==> src/rtl/uart_rx_deser.sv <==
`default_nettype none
// ============================================================================
// Module     : uart_rx_deser
// Description: UART receive front end. Synchronises rx, samples 8N1 frames at
//              mid-bit and pushes good bytes to the rx FIFO. Define
//              UART_RX_PARITY_EN for 8E1 frames with parity checking.
// Revision   : 1.0 - initial release
// ============================================================================
module uart_rx_deser #(
    parameter int CNT_W  = 16,
    parameter int DATA_W = 8
) (
    input  logic              wb_clk_i,
    input  logic              wb_rst_i,
    input  logic [CNT_W-1:0]  clk_div,
    input  logic              rx,
    input  logic              fifo_full,
    output logic [DATA_W-1:0] rx_data,
    output logic              rx_push,
    output logic              frame_err,
    output logic              overrun,
    output logic              parity_err,
    output logic              busy
);

    localparam int BIT_W = (DATA_W > 1) ? $clog2(DATA_W) : 1;
    localparam logic [CNT_W-1:0] C_MIN_DIV  = CNT_W'(4);
    localparam logic [BIT_W-1:0] C_LAST_BIT = BIT_W'(DATA_W - 1);

`ifdef UART_RX_PARITY_EN
    typedef enum logic [2:0] {
        S_IDLE   = 3'd0,
        S_START  = 3'd1,
        S_DATA   = 3'd2,
        S_STOP   = 3'd3,
        S_BREAK  = 3'd4,
        S_PARITY = 3'd5
    } state_t;
`else
    typedef enum logic [2:0] {
        S_IDLE   = 3'd0,
        S_START  = 3'd1,
        S_DATA   = 3'd2,
        S_STOP   = 3'd3,
        S_BREAK  = 3'd4
    } state_t;
`endif

    state_t            r_state;
    logic              r_rx_meta;
    logic              r_rx_s;
    logic              r_rx_prev;
    logic [CNT_W-1:0]  r_cnt;
    logic [CNT_W-1:0]  r_div;
    logic [BIT_W-1:0]  r_bit_cnt;
    logic [DATA_W-1:0] r_shift;
`ifdef UART_RX_PARITY_EN
    logic              r_par_bad;
`endif

    logic              w_fall;
    logic [CNT_W-1:0]  w_div_in;
    logic [CNT_W-1:0]  w_half_m1;
    logic [CNT_W-1:0]  w_div_m1;
    logic              w_par_bad;

    assign w_fall    = r_rx_prev & ~r_rx_s;
    assign w_div_in  = (clk_div < C_MIN_DIV) ? C_MIN_DIV : clk_div;
    assign w_half_m1 = (r_div >> 1) - CNT_W'(1);
    assign w_div_m1  = r_div - CNT_W'(1);
`ifdef UART_RX_PARITY_EN
    assign w_par_bad = r_par_bad;
`else
    assign w_par_bad = 1'b0;
    assign parity_err = 1'b0;
`endif

    // Synchroniser idles high so reset never fakes a start edge.
    always_ff @(posedge wb_clk_i or posedge wb_rst_i) begin
        if (wb_rst_i) begin
            r_rx_meta <= 1'b1;
            r_rx_s    <= 1'b1;
            r_rx_prev <= 1'b1;
        end else begin
            r_rx_meta <= rx;
            r_rx_s    <= r_rx_meta;
            r_rx_prev <= r_rx_s;
        end
    end

    always_ff @(posedge wb_clk_i or posedge wb_rst_i) begin
        if (wb_rst_i) begin
            r_state    <= S_IDLE;
            r_cnt      <= '0;
            r_div      <= C_MIN_DIV;
            r_bit_cnt  <= '0;
            r_shift    <= '0;
            rx_data    <= '0;
            rx_push    <= 1'b0;
            frame_err  <= 1'b0;
            overrun    <= 1'b0;
            busy       <= 1'b0;
`ifdef UART_RX_PARITY_EN
            r_par_bad  <= 1'b0;
            parity_err <= 1'b0;
`endif
        end else begin
            rx_push    <= 1'b0;
            frame_err  <= 1'b0;
            overrun    <= 1'b0;
`ifdef UART_RX_PARITY_EN
            parity_err <= 1'b0;
`endif
            case (r_state)
                S_IDLE: begin
                    if (w_fall) begin
                        r_state <= S_START;
                        r_cnt   <= '0;
                        r_div   <= w_div_in;
                        busy    <= 1'b1;
                    end
                end
                S_START: begin
                    if (r_cnt == w_half_m1) begin
                        r_cnt <= '0;
                        if (!r_rx_s) begin
                            r_state   <= S_DATA;
                            r_bit_cnt <= '0;
                        end else begin
                            r_state <= S_IDLE;
                            busy    <= 1'b0;
                        end
                    end else begin
                        r_cnt <= r_cnt + CNT_W'(1);
                    end
                end
                S_DATA: begin
                    if (r_cnt == w_div_m1) begin
                        r_cnt     <= '0;
                        r_shift   <= {r_rx_s, r_shift[DATA_W-1:1]};
                        r_bit_cnt <= r_bit_cnt + BIT_W'(1);
                        if (r_bit_cnt == C_LAST_BIT) begin
`ifdef UART_RX_PARITY_EN
                            r_state <= S_PARITY;
`else
                            r_state <= S_STOP;
`endif
                        end
                    end else begin
                        r_cnt <= r_cnt + CNT_W'(1);
                    end
                end
`ifdef UART_RX_PARITY_EN
                S_PARITY: begin
                    if (r_cnt == w_div_m1) begin
                        r_cnt     <= '0;
                        r_par_bad <= r_rx_s ^ (^r_shift);
                        r_state   <= S_STOP;
                    end else begin
                        r_cnt <= r_cnt + CNT_W'(1);
                    end
                end
`endif
                S_STOP: begin
                    if (r_cnt == w_div_m1) begin
                        r_cnt <= '0;
`ifdef UART_RX_PARITY_EN
                        parity_err <= r_par_bad;
`endif
                        if (r_rx_s) begin
                            r_state <= S_IDLE;
                            busy    <= 1'b0;
                            if (!w_par_bad) begin
                                if (fifo_full) begin
                                    overrun <= 1'b1;
                                end else begin
                                    rx_data <= r_shift;
                                    rx_push <= 1'b1;
                                end
                            end
                        end else begin
                            frame_err <= 1'b1;
                            r_state   <= S_BREAK;
                        end
                    end else begin
                        r_cnt <= r_cnt + CNT_W'(1);
                    end
                end
                S_BREAK: begin
                    // Line must return high before a new start edge is accepted.
                    if (r_rx_s) begin
                        r_state <= S_IDLE;
                        busy    <= 1'b0;
                    end
                end
                default: begin
                    r_state <= S_IDLE;
                    busy    <= 1'b0;
                end
            endcase
        end
    end

endmodule
`default_nettype wire

==> config.mk <==
export PLATFORM = sky130hd
export DESIGN_NAME = uart_rx_deser
export DESIGN_NICKNAME = d
export VERILOG_FILES = /design/src/rtl/uart_rx_deser.sv
export SDC_FILE = /design/constraint.sdc
export NUM_CORES = 1
export LEC_CHECK = 0
export ABC_AREA = 1
export CELL_PAD_IN_SITES_DETAIL_PLACEMENT = 1
export CELL_PAD_IN_SITES_GLOBAL_PLACEMENT = 2
export CORE_UTILIZATION = 36
export DETAILED_ROUTE_END_ITERATION = 8
export PLACE_DENSITY = 0.87
export SLEW_MARGIN = 20
export SYNTH_ARGS = -nofsm -noshare
export SYNTH_HDL_FRONTEND = slang
export SYNTH_SLANG_ARGS = --single-unit
==> constraint.sdc <==
create_clock -name wb_clk_i -period 4.6 [get_ports wb_clk_i]
set_input_delay 1.38 -clock wb_clk_i [delete_from_list [all_inputs] [get_ports wb_clk_i]]
set_output_delay 1.38 -clock wb_clk_i [all_outputs]
set_load 0.01 [all_outputs]
==> results_dict.tcl <==
set metrics [dict create \
    synth_ff_type "dfrtp_1" \
    antenna_cells 0 \
    rrSetupSlack_ns 1.77 \
    drt_pass1_iterations 4 \
    criticalPathCategory "reg2reg" \
    pin_count 33 \
    routed_wl_um 12000 \
    ys_seq_elements 61 \
    crit_arrival_ns 2.99 \
    fin_nets 655 \
    drtAntennaViolNets 0 \
    cp-start-kind "flip-flop" \
    grt_max_degree 62 \
    cts_root_buf "clkbuf_16" \
    grt_pass1_vias 4008 \
    wl_per_cell_um 15.6 \
    clk_pin_slew_ns 0.05 \
    seqCellArea_um2 1530 \
    drt_iter0_markers 155 \
    dp_hpwl_um 9310 \
    cts.sinks 61 \
    fin_total_pwr_uw 2660 \
    hold_path_depth 0 \
    overflow 0 \
    hold_buffers 0 \
    syn2layout_area_growth_pct 17.0 \
    finalCriticalPeriod_ns 2.83 \
    die_area_um2 11900 \
    min-delay-path-class "reg2reg" \
    die_w_um 109 \
    setup-violations-final 0 \
    hold_violations 0 \
    async_flop_share_pct 100 \
    reg2reg_depth 13 \
    synthDistinctLibCells 33 \
    crit_path_end_kind "flip-flop" \
    path_max_fanout 14 \
    cts_setup_buffers 0 \
    syn-num-nets 627 \
    postSynthAreaPerCell_um2 6.89 \
    vias 3831 \
    cts_tree "done" \
    synth.area.mux_share_pct 0 \
    r2r-start "r_div[1]" \
    initial_utilization_pct 37.6 \
    grt_pass1_wl_um 19700 \
    coreArea_um2 11000 \
    rr_endpoint "r_cnt[14]" \
    hold_start "r_rx_meta" \
    power_leakage_uw 0.00246 \
    synthCells 602 \
    setup_tns_ns 0 \
    numCtsBuffers 9 \
    min_to "r_rx_s" \
    vias_per_cell 4.95 \
    vdd_drop_max_mv 0.228 \
    io_buffers 31 \
    insertion_delay_ns 0.33 \
    syn_area_um2 4150 \
    drc_errors 0 \
    cap_viol_max_count 0 \
    nFillCells 1424 \
    fmax_mhz 354 \
    yosysSeqAreaShare_pct 36.9 \
    cp_data_required_time_ns 4.76 \
    synth_edf_count 0 \
    finClkSkew_ns 0.0101 \
    synth.top_cell.area_share_pct 34.4 \
    cts_max_level 3 \
    synthAdderAreaFrac_pct 1.51 \
    rows 38 \
    worst_slew_pin_slew_ns 0.977 \
    outcome "finished clean" \
    netlist_top_cells_count "nand2_1, inv_1, dfrtp_1" \
    p_per_area_nw_per_um2 549 \
    synth_xor_area_share_pct 9.30 \
    clk_path_buf_depth 2 \
    post-route-period-util_pct 61.5 \
    cts_resized 0 \
    synth-compound-area-share_pct 5.01 \
    grtUsageTotal_pct 22.0 \
    multiInputGateArea_um2 2290 \
    antenna_found_initial 0 \
    synth_top_family_by_area "simple AND/OR/NAND/NOR gates" \
    drive_gt1_share_pct 7.10 \
    place.gp.congestion 0.790 \
    dieHeight_um 109 \
    yosys.area_share.simple_pct 39.3 \
    yosys_warnings 0 \
    yosysMostFrequentCell "nand2_1" \
    slew_violations 0 \
    synth_top_area_cell "dfrtp_1" \
    rsz0062_at_grt "no" \
    synth.top_cells.by_area "dfrtp_1, nand2_1, xor2_1" \
    slew_headroom_pct 34.6 \
]
layer usage:
layer | share of wire, % | wire, um | global-route usage (%) | vias up
li1 | - | - | - | 1924
met4 | 0.85 | 102 | 5.24 | 0
met1 | 45 | 5480 | 27.7 | 1867
met2 | 52 | 6210 | 39.1 | 32
met5 | 0 | 0 | 0 | -
met3 | 2.1 | 254 | 3.56 | 8
worst max-delay path, stage by stage, from the launching register on:
cell and delay [ns]:
dfrtp_1 0.39, inv_1 0.18, ha_1 0.28, nand2_1 0.16
nor2_4 0.27, nand2_1 0.10, xor2_1 0.28, nand2_1 0.12
nor2_2 0.21, nand3_4 0.21, nand2_4 0.15, nand2_4 0.13
nand2_1 0.09, o21ai_0 0.08
flip-flops by register name, indices dropped and copies added, names as in the netlist:
| register | flops |
|---|---|
| r_state | 3 |
| rx_data | 8 |
| frame_err | 1 |
| r_div | 16 |
| r_rx_meta | 1 |
| r_rx_prev | 1 |
| r_cnt | 16 |
| r_rx_s | 1 |
| overrun | 1 |
| rx_push | 1 |
| busy | 1 |
| r_bit_cnt | 3 |
| r_shift | 8 |
kinds of logic (layout without fill, tap and decap cells):
| kind of cell | after synthesis | in the layout |
|---|---|---|
| DFF | 61 | 61 |
| xor gates and xnor gates | 44 | 44 |
| buffers and inverters | 80 | 112 |
| and+or+nand+nor | 371 | 371 |
| adders and majority gates | 5 | 5 |
| AOI/OAI and AO/OA | 40 | 40 |
| other | 1 | 1 |
per-stage QoR:
| stage | instance area [um2] | cells | hold WS, ns | setup WS (ns) | util [%] |
|---|---|---|---|---|---|
| after floorplan | 4150 | 602 | 0.345 | 1.71 | - |
| after global placement | 4560 | 759 | 0.347 | 1.57 | 41.3 |
| after detailed placement | 4560 | 759 | 0.348 | 1.50 | 41.3 |
| after CTS | 4850 | 774 | 0.356 | 1.74 | 44.0 |
| after global routing | 4850 | 774 | 0.362 | 1.48 | 44.0 |
| final | 4850 | 774 | 0.355 | 1.77 | 44.0 |
placed cells by master (no fill, tap or decap), drive strengths merged:
master	count
a22oi	1
or2	2
o31ai	1
dfstp	4
clkinv	1
clkbuf	14
nor3	3
o21ai	34
nor3b	1
nand2	235
nand4	6
dfrtp	57
bufinv	1
xor2	30
conb	1
nand3	44
xnor2	14
inv	64
ha	5
nor2	68
nor4	6
a21oi	3
o211ai	1
nand3b	6
clkdlybuf4s50	31
buf	1
how the worst max path moves through the flow:
stage | from | end | slack, ns | cells past startpoint
CTS | r_div[1] | r_cnt[14] | 1.74 | 13
global placement | clk_div[10] | r_div[1] | 1.57 | 5
global route | r_div[1] | r_cnt[14] | 1.48 | 13
finish | r_div[1] | r_cnt[14] | 1.77 | 13
floorplan | wb_rst_i | busy | 1.71 | 1
detailed placement | clk_div[10] | r_div[1] | 1.50 | 5
area by class of cell:
class / count / area share [%]
inverter: 65 / 5.06
clock inverter: 1 / 0.619
multi-input combinational: 461 / 47.1
sequential: 61 / 31.6
timing repair buffer: 32 / 6.55
tap: 140 / 3.61
clock buffer: 14 / 5.44
power breakdown:
group          total (uW)  switching, uW  internal [uW]  leakage (uW)
Sequential            819            182            637      0.000804
Combinational        1160            753            409       0.00151
Clock                 682            236            446      0.000143
(Power assumes the default switching activity.)
